### config.mk
export PLATFORM = sky130hd
export DESIGN_NAME = avmm_mem_responder_flat
export DESIGN_NICKNAME = d
export VERILOG_FILES = /design/src/rtl/avmm_mem_responder_if.sv /design/src/rtl/avmm_mem_responder.sv /design/src/flat_wrapper.sv
export SDC_FILE = /design/constraint.sdc
export NUM_CORES = 2
export LEC_CHECK = 0
export BUFFER_PORTS_ARGS = -buffer_cell sky130_fd_sc_hd__buf_2
export CORE_MARGIN = 2
export CORE_UTILIZATION = 32
export DETAILED_ROUTE_END_ITERATION = 7
export PLACE_DENSITY = 0.48
export SLEW_MARGIN = 20
export SYNTH_ARGS = -nofsm -noshare
export SYNTH_HDL_FRONTEND = slang
export SYNTH_MEMORY_MAX_BITS = 65536
export SYNTH_SLANG_ARGS = --single-unit
### constraint.sdc
create_clock -name clk -period 4.65 [get_ports clk]
set_input_delay 0.2325 -clock clk [delete_from_list [all_inputs] [get_ports clk]]
set_output_delay 0.2325 -clock clk [all_outputs]
set_load 0.05 [all_outputs]
### src/rtl/avmm_mem_responder_if.sv
// Avalon-MM bus bundle for avmm_mem_responder: active-low read_n/write_n,
// waitrequest stall and pipelined readdatavalid return.
interface avmm_mem_responder_if #(
  parameter int DATA_W = 16
);
  logic                chipselect;
  logic                read_n;
  logic                write_n;
  logic [31:0]         address;
  logic [DATA_W/8-1:0] byteenable;
  logic [DATA_W-1:0]   writedata;
  logic                waitrequest;
  logic                readdatavalid;
  logic [DATA_W-1:0]   readdata;

  modport master (
    output chipselect, read_n, write_n, address, byteenable, writedata,
    input  waitrequest, readdatavalid, readdata
  );

  modport slave (
    input  chipselect, read_n, write_n, address, byteenable, writedata,
    output waitrequest, readdatavalid, readdata
  );
endinterface

### src/rtl/avmm_mem_responder.sv
// Avalon-MM memory responder: fixed-latency pipelined reads, byte-enabled writes,
// pending-read throttling and sticky error flag. Optional MEM_INIT_PATTERN_EN fills mem[i]=i after reset.
module avmm_mem_responder #(
  parameter int ADDR_W       = 8,
  parameter int DATA_W       = 16,
  parameter int READ_LATENCY = 2,
  parameter int MAX_PENDING  = 4
) (
  input  logic                 clk,
  input  logic                 reset_n,
  avmm_mem_responder_if.slave  bus,
  output logic [15:0]          rd_count,
  output logic [15:0]          wr_count,
  output logic                 err
);

  localparam int          BE_W     = DATA_W / 8;
  localparam logic [31:0] OOR_WORD = 32'h0000_DEAD;
  localparam logic [3:0]  PEND_MAX = 4'(MAX_PENDING);

  logic [DATA_W-1:0]       mem [2**ADDR_W];
  logic [READ_LATENCY-1:0] pipe_vld;
  logic [DATA_W-1:0]       pipe_dat [READ_LATENCY];
  logic [3:0]              pending;
  logic                    init_busy;
  logic                    rd_req, wr_req, rd_acc, wr_acc, in_range;
  logic [ADDR_W-1:0]       word_addr;
  logic [DATA_W-1:0]       rd_word;

`ifdef MEM_INIT_PATTERN_EN
  typedef enum logic {ST_INIT, ST_RUN} state_t;
  state_t            state;
  logic [ADDR_W-1:0] init_addr;

  always_ff @(posedge clk) begin
    if (!reset_n) begin
      state     <= ST_INIT;
      init_addr <= '0;
    end else if (state == ST_INIT) begin
      init_addr <= init_addr + 1'b1;
      if (&init_addr) state <= ST_RUN;
    end
  end

  assign init_busy = (state == ST_INIT);
`else
  assign init_busy = 1'b0;
`endif

  assign rd_req    = bus.chipselect & ~bus.read_n;
  assign wr_req    = bus.chipselect & ~bus.write_n;
  assign word_addr = bus.address[ADDR_W-1:0];
  assign in_range  = (bus.address >> ADDR_W) == '0;
  // A simultaneous read+write is a write; the read half is dropped.
  assign wr_acc    = wr_req & ~init_busy;
  assign rd_acc    = rd_req & ~wr_req & ~bus.waitrequest;
  assign rd_word   = in_range ? mem[word_addr] : DATA_W'(OOR_WORD);

  // Stall decision depends only on registered state, never on bus inputs.
  assign bus.waitrequest   = init_busy | ((pending == PEND_MAX) & ~bus.readdatavalid);
  assign bus.readdatavalid = pipe_vld[READ_LATENCY-1];
  assign bus.readdata      = pipe_dat[READ_LATENCY-1];

  always_ff @(posedge clk) begin
`ifdef MEM_INIT_PATTERN_EN
    if (reset_n && init_busy) mem[init_addr] <= DATA_W'(init_addr);
`endif
    if (reset_n && wr_acc && in_range) begin
      for (int unsigned i = 0; i < BE_W; i++) begin
        if (bus.byteenable[i]) mem[word_addr][8*i +: 8] <= bus.writedata[8*i +: 8];
      end
    end
  end

  // Idle stages carry zero data so readdata is 0 whenever readdatavalid is low.
  always_ff @(posedge clk) begin
    if (!reset_n) begin
      pipe_vld <= '0;
      for (int unsigned i = 0; i < READ_LATENCY; i++) pipe_dat[i] <= '0;
    end else begin
      pipe_vld[0] <= rd_acc;
      pipe_dat[0] <= rd_acc ? rd_word : '0;
      for (int unsigned i = 1; i < READ_LATENCY; i++) begin
        pipe_vld[i] <= pipe_vld[i-1];
        pipe_dat[i] <= pipe_dat[i-1];
      end
    end
  end

  always_ff @(posedge clk) begin
    if (!reset_n) begin
      pending  <= '0;
      rd_count <= '0;
      wr_count <= '0;
      err      <= 1'b0;
    end else begin
      case ({rd_acc, bus.readdatavalid})
        2'b10:   pending <= pending + 1'b1;
        2'b01:   pending <= pending - 1'b1;
        default: pending <= pending;
      endcase
      if (rd_acc && rd_count != '1) rd_count <= rd_count + 1'b1;
      if (wr_acc && wr_count != '1) wr_count <= wr_count + 1'b1;
      if ((wr_acc && (rd_req || !in_range)) || (rd_acc && !in_range)) err <= 1'b1;
    end
  end

endmodule

### src/flat_wrapper.sv
// flat-port wrapper written by rule: the top's interface ports become plain ports
module avmm_mem_responder_flat 
#(
  parameter int ADDR_W       = 8,
  parameter int DATA_W       = 16,
  parameter int READ_LATENCY = 2,
  parameter int MAX_PENDING  = 4
)
  (clk, reset_n, rd_count, wr_count, err, bus_chipselect, bus_read_n, bus_write_n, bus_address, bus_byteenable, bus_writedata, bus_waitrequest, bus_readdatavalid, bus_readdata);
  avmm_mem_responder_if #(.DATA_W(DATA_W)) bus_i ();
  input  logic clk;
  input  logic reset_n;
  output logic [15:0] rd_count;
  output logic [15:0] wr_count;
  output logic err;
  input wire logic [$bits(bus_i.chipselect)-1:0] bus_chipselect;
  input wire logic [$bits(bus_i.read_n)-1:0] bus_read_n;
  input wire logic [$bits(bus_i.write_n)-1:0] bus_write_n;
  input wire logic [$bits(bus_i.address)-1:0] bus_address;
  input wire logic [$bits(bus_i.byteenable)-1:0] bus_byteenable;
  input wire logic [$bits(bus_i.writedata)-1:0] bus_writedata;
  output wire logic [$bits(bus_i.waitrequest)-1:0] bus_waitrequest;
  output wire logic [$bits(bus_i.readdatavalid)-1:0] bus_readdatavalid;
  output wire logic [$bits(bus_i.readdata)-1:0] bus_readdata;
  assign bus_i.chipselect = bus_chipselect;
  assign bus_i.read_n = bus_read_n;
  assign bus_i.write_n = bus_write_n;
  assign bus_i.address = bus_address;
  assign bus_i.byteenable = bus_byteenable;
  assign bus_i.writedata = bus_writedata;
  assign bus_waitrequest = bus_i.waitrequest;
  assign bus_readdatavalid = bus_i.readdatavalid;
  assign bus_readdata = bus_i.readdata;
  avmm_mem_responder #(.ADDR_W(ADDR_W), .DATA_W(DATA_W), .READ_LATENCY(READ_LATENCY), .MAX_PENDING(MAX_PENDING)) u_core (.clk(clk), .reset_n(reset_n), .bus(bus_i), .rd_count(rd_count), .wr_count(wr_count), .err(err));
endmodule
; ---- Word-level counts from Yosys, hierarchy flattened
; Memory sizes are Yosys's and may differ from the RTL's.
; Index checks and enable logic that the tools add are counted.
[totals]
output_inout_bits = 51
memories = 2
input_bits = 55
reg_bits = 39
ram_bits = 4128
word_cells = 52
[mem_list]
columns = memory, words, word_bits, rd, rd_ports_with_merged_regs, wr, line_no
row1 = u_core.mem, 256, 16, 1, 0, 1, avmm_mem_responder.sv:21  ; logic [DATA_W-1:0] mem [2**ADDR_W];
row2 = u_core.pipe_dat, 2, 16, 2, 0, 2, avmm_mem_responder.sv:23  ; logic [DATA_W-1:0] pipe_dat [READ_LATENCY];
[op_classes]
eq_ne = 5
bitwise_logic = 12
reduce_logical = 11
addsub = 4
mux = 13
[op_table]
columns = op, n
row1 = 16-bit two-way mux, 4
row2 = 16-bit by 1-bit adder with 16-bit output (second input constant), 2
row3 = 32-bit zero test, 1
row4 = 16-bit inequality test (second input constant), 2
row5 = 1-bit two-way mux, 8
row6 = 4-bit case mux with 2 select lines, 1
row7 = 1-bit logical AND, 6
row8 = 1-bit AND, 5
row9 = 1-bit NOT, 5
row10 = 4-bit by 1-bit adder with 4-bit output (second input constant), 1
row11 = 4-bit by 3-bit == test with 1-bit output (second input constant), 1
row12 = 4-bit by 1-bit subtractor with 4-bit output (second input constant), 1
row13 = 2-bit by 1-bit == test with 1-bit output (second input constant), 1
row14 = 2-bit == test (second input constant), 1
row15 = 1-bit logical OR, 2
row16 = 1-bit OR, 2
row17 = 2-bit nonzero test, 1
row18 = 1-bit zero test, 1

; ---- Logic depth before layout (Yosys ltp)
[logic_depth]
word_depth = 7
mapped_depth = 13
depth_no_buf = 9

; ---- Worst setup path after synthesis
; No wires, ideal clock.
[synth_timing]
path_type = input port to flip-flop
from = input bus_address[0]
to = memory u_core.mem[100][10] (enable)
setup_slack_ns = 1.924
arrival_ns = 2.356
stages = 11
setup_ns = 0.370
required_time_ns = 4.280
path_buffers = 8
cell_sequence = buf_6 -> buf_8 -> buf_6 -> buf_6 -> buf_6 -> buf_6 -> buf_6 -> nor3_1 -> nand2_1 -> buf_2 -> nor2_1
[synth_rtl]
columns = element, line_no
row1 = "start, declared", flat_wrapper.sv:19  ; input wire logic [$bits(bus_i.address)-1:0] bus_address;
row2 = "end, declared", avmm_mem_responder.sv:21
; Straight into the memory's write port.

; ---- Worst setup path in the final report
[layout_timing]
from = input bus_address[6]
to = memory u_core.mem[186][11] (enable)
; Straight into the memory's write port.

==> load_flow_metrics.sql <==
INSERT INTO impl_metrics (metric_group, metric, value, unit) VALUES
('outcome', 'outcome', 'completed', ''),
('critical_path', 'regToRegEndpoint', 'u_core.pipe_dat[0][7]$_SDFF_PN0_', ''),
('power', 'power.leakage', '58.88', 'nW'),
('route', 'drt-initial-drc-count', '10320', ''),
('placement', 'port_buffers', '105', ''),
('worst_hold_path', 'hold-path-cell-count', '4', ''),
('sta', 'min_period_over_period', '0.7581', ''),
('sta', 'finalSetupTns', '0', 'ps'),
('clocking', 'max-clock-path-buffers', '4', ''),
('route', 'route.vias.total', '83090', ''),
('floorplan', 'placeableCoreArea', '0.5045', 'mm²'),
('worst_hold_path', 'min_delay_worst_endpoint', 'u_core.pipe_dat[0][6]$_SDFF_PN0_', ''),
('grt', 'grt_overflow', '0', ''),
('synthesis', 'netlist_area', '0.1619', 'mm²'),
('critical_path', 'r2r-start', 'u_core.mem[127][7]$_DFFE_PP_', ''),
('critical_path', 'cp_endpoint_kind', 'flop', ''),
('floorplan', 'die_area', '0.5117', 'mm²'),
('sta', 'fin_worst_skew', '104.3', 'ps'),
('clocking', 'cts-htree-levels', '5', ''),
('worst_hold_path', 'hold_path.startpoint', 'bus_address[2]', ''),
('final_layout', 'area_growth_syn_to_layout', '16.50', '%'),
('synthesis', 'synth_nets', '7749', ''),
('synthesis', 'top_ff_cell_synth', 'sky130_fd_sc_hd__edfxtp_1', ''),
('sta', 'slew-limit-headroom', '0.1586', ''),
('clocking', 'ctsRootBufferMaster', 'sky130_fd_sc_hd__clkbuf_16', ''),
('sta', 'timing.final.setup_violations', '0', ''),
('final_layout', 'nNetsFinal', '8454', ''),
('critical_path', 'worst_r2r_path_depth', '6', ''),
('grt', 'largest_net_degree_at_the_start_of_global_routing', '146', ''),
('sta', 'report.final.hold_viol_count', '0', ''),
('sta', 'fmax', '283.7', 'MHz'),
('final_layout', 'post_route_cells_drive_above_1_share', '0.2783', ''),
('sta', 'slew_violations', '0', ''),
('clocking', 'cts.reportedPaths.clkPinSlew', '60', 'ps'),
('synthesis', 'post_synthesis_cell_type_count', '76', ''),
('route', 'drt-wirelength-per-cell', '33.04', 'µm'),
('sta', 'setup_repair_after_global_routing_missed_its_margin', 'no', ''),
('critical_path', 'endpoint_required_time_on_the_critical_path', '5230', 'ps'),
('clocking', 'resized_gates_after_cts', '0', ''),
('synthesis', 'synth.top_cells.by_count', '4096 x sky130_fd_sc_hd__edfxtp_1, 1020 x sky130_fd_sc_hd__mux4_2, 630 x sky130_fd_sc_hd__nor2_1', ''),
('clocking', 'cts_sink_count', '4167', ''),
('synthesis', 'synth_seq_cells', '4167', ''),
('placement', 'gpl.final_weighted_congestion', '0.8286', ''),
('final_layout', 'final_core_utilization', '0.3739', ''),
('floorplan', 'initial_core_util', '0.3209', ''),
('grt', 'grt_first_pass_wirelength', '701200', 'µm'),
('synthesis', 'synth-warning-count', '0', ''),
('route', 'drt_pass_1_iters', '6', ''),
('synthesis', 'yosys.area.top_type', 'sky130_fd_sc_hd__edfxtp_1', ''),
('route', 'post_drt_via_cell_ratio', '5.369', ''),
('critical_path', 'crit_arrival', '4110', 'ps'),
('synthesis', 'synth.area.top_cells', 'sky130_fd_sc_hd__edfxtp_1 76%, sky130_fd_sc_hd__mux4_2 14%, sky130_fd_sc_hd__nor2_1 1.5%', ''),
('route', 'final_antenna_net_count', '0', ''),
('power', 'power_per_cell_area', '430.4', 'mW/mm²'),
('clocking', 'cts-buffers-inserted', '433', ''),
('synthesis', 'async_reset_ff_frac', '0', ''),
('clocking', 'tritoncts', 'done', ''),
('synthesis', 'synth_top_area_frac', '0.7597', ''),
('sta', 'worst_slew_pin_slew', '1255', 'ps'),
('synthesis', 'count_leader_synth', 'sky130_fd_sc_hd__edfxtp_1', ''),
('floorplan', 'fp-row-count', '261', ''),
('floorplan', 'die_width', '715.3', 'µm'),
('synthesis', 'syn_inst', '7689', ''),
('grt', 'grt_antenna_before_repair', '52', ''),
('route', 'postRouteWirelength', '511300', 'µm'),
('grt', 'groute.usage.overall', '0.1955', ''),
('floorplan', 'ioPinCount', '106', ''),
('critical_path', 'timing.critical_path.fanout_max', '18', ''),
('flow_run', 'maxCapViolCount', '0', ''),
('floorplan', 'chipHeight', '715.3', 'µm'),
('grt', 'first_global_vias', '83980', '');
## layout by cell type (no fill, tap or decap), types with 13 or more instances in the layout
| cell | count |
|---|---|
| sky130_fd_sc_hd__a211oi_1 | 15 |
| sky130_fd_sc_hd__a21oi_1 | 69 |
| sky130_fd_sc_hd__a221oi_1 | 21 |
| sky130_fd_sc_hd__a22oi_1 | 62 |
| sky130_fd_sc_hd__a31oi_1 | 45 |
| sky130_fd_sc_hd__a32oi_1 | 42 |
| sky130_fd_sc_hd__a41oi_1 | 13 |
| sky130_fd_sc_hd__and2_1 | 25 |
| sky130_fd_sc_hd__and3_1 | 20 |
| sky130_fd_sc_hd__buf_12 | 72 |
| sky130_fd_sc_hd__buf_2 | 83 |
| sky130_fd_sc_hd__buf_4 | 548 |
| sky130_fd_sc_hd__bufinv_16 | 63 |
| sky130_fd_sc_hd__clkbuf_1 | 88 |
| sky130_fd_sc_hd__clkbuf_16 | 440 |
| sky130_fd_sc_hd__clkbuf_8 | 21 |
| sky130_fd_sc_hd__clkinv_1 | 92 |
| sky130_fd_sc_hd__clkinv_2 | 70 |
| sky130_fd_sc_hd__clkinvlp_4 | 14 |
| sky130_fd_sc_hd__dfxtp_1 | 71 |
| sky130_fd_sc_hd__diode_2 | 15 |
| sky130_fd_sc_hd__dlygate4sd3_1 | 27 |
| sky130_fd_sc_hd__edfxtp_1 | 4096 |
| sky130_fd_sc_hd__inv_1 | 13 |
| sky130_fd_sc_hd__mux2_2 | 28 |
| sky130_fd_sc_hd__mux2i_1 | 216 |
| sky130_fd_sc_hd__mux4_2 | 1020 |
| sky130_fd_sc_hd__nand2_1 | 335 |
| sky130_fd_sc_hd__nand3_1 | 83 |
| sky130_fd_sc_hd__nand4_1 | 15 |
| sky130_fd_sc_hd__nor2_1 | 625 |
| sky130_fd_sc_hd__nor3_1 | 34 |
| sky130_fd_sc_hd__o21ai_0 | 55 |
| sky130_fd_sc_hd__o221ai_1 | 16 |
| sky130_fd_sc_hd__o22ai_1 | 60 |
| sky130_fd_sc_hd__or3_1 | 14 |
## worst max-delay path by stage
stage               startpoint                       endpoint  slack (ps)  depth (start not counted)
2_1_floorplan   bus_address[0]  u_core.mem[100][10]$_DFFE_PP_        1920                         11
3_3_place_gp   bus_address[27]  u_core.mem[188][13]$_DFFE_PP_         600                          9
3_5_place_dp   bus_address[27]   u_core.mem[73][12]$_DFFE_PP_         560                          9
4_1_cts         bus_address[6]  u_core.mem[186][11]$_DFFE_PP_        1180                          6
5_1_grt         bus_address[6]  u_core.mem[179][11]$_DFFE_PP_        1220                          6
6_report        bus_address[6]  u_core.mem[186][11]$_DFFE_PP_        1130                          6
## sequential cells by signal, indices dropped and copies added (netlist names)
register         cells
u_core.err           1
u_core.mem        4096
u_core.pending       4
u_core.pipe_dat     32
u_core.pipe_vld      2
u_core.rd_count     16
u_core.wr_count     16
## logic make-up after synthesis
family / after synthesis / synth area share
adder cells (fa/ha/maj): 5 / 0.0004328
XOR/XNOR: 23 / 0.001244
flip-flops: 4167 / 0.7684
buffers and inverters: 496 / 0.01855
AO/OA/AOI/OAI: 493 / 0.02154
multiplexers: 1267 / 0.1577
AND/OR/NAND/NOR: 1238 / 0.03213
## critical path: stages
cell                            delay (ps)
sky130_fd_sc_hd__dlygate4sd3_1         620
sky130_fd_sc_hd__buf_2                 330
sky130_fd_sc_hd__nor2b_1               830
sky130_fd_sc_hd__nand2_2               720
sky130_fd_sc_hd__buf_4                 480
sky130_fd_sc_hd__nor2_1                800
## layer usage
layer  part of all wire  up-vias  GRT usage  wire length (µm)
met5           0.000066        -          0                34
met4              0.026        6    0.04832             13430
met3              0.075      599    0.03613             38560
met2               0.47     3591     0.3147            242300
met1               0.42    45550     0.2748            217000
li1                   -    33340          -                 -
## power breakdown
group	switching, mW	internal (mW)
logic	2.76	1.35
registers	0.0118	41.2
clock network	14.9	20.9
total	17.7	63.5
## metrics by stage
| stage | total power [mW] | instance area [µm²] | hold slack, ps | cells | worst slack [ps] |
|---|---|---|---|---|---|
| after floorplan | 43.97 | 161900 | 331.4 | 7689 | 1924 |
| after global placement | 46.12 | 173700 | 422.2 | 14640 | 602.8 |
| after detailed placement | 46.16 | 173800 | 436.7 | 14640 | 564.0 |
| after CTS | 81.85 | 188600 | 43.91 | 15460 | 1182 |
| after global routing | 83.33 | 188600 | 135.5 | 15460 | 1217 |
| final | 81.18 | 188600 | 186.4 | 15480 | 1125 |
## final cells by class
cell class / count / area (µm²)
multi-input combinational: 3026 / 34660
tap: 6706 / 8391
sequential: 4167 / 124400
inverter: 17 / 78.83
antenna: 15 / 37.54
clock inverter: 264 / 3122
timing repair buffer: 749 / 6515
fill: 45850 / 315900
clock buffer: 533 / 11410
## repair_timing
item / 4_1_cts / 5_1_grt
setup buffers: 0 / 0
hold buffers: 26 / 1
endpoints found under the hold margin: 991 / 62
Note: power is estimated with default switching activity, not from simulation.
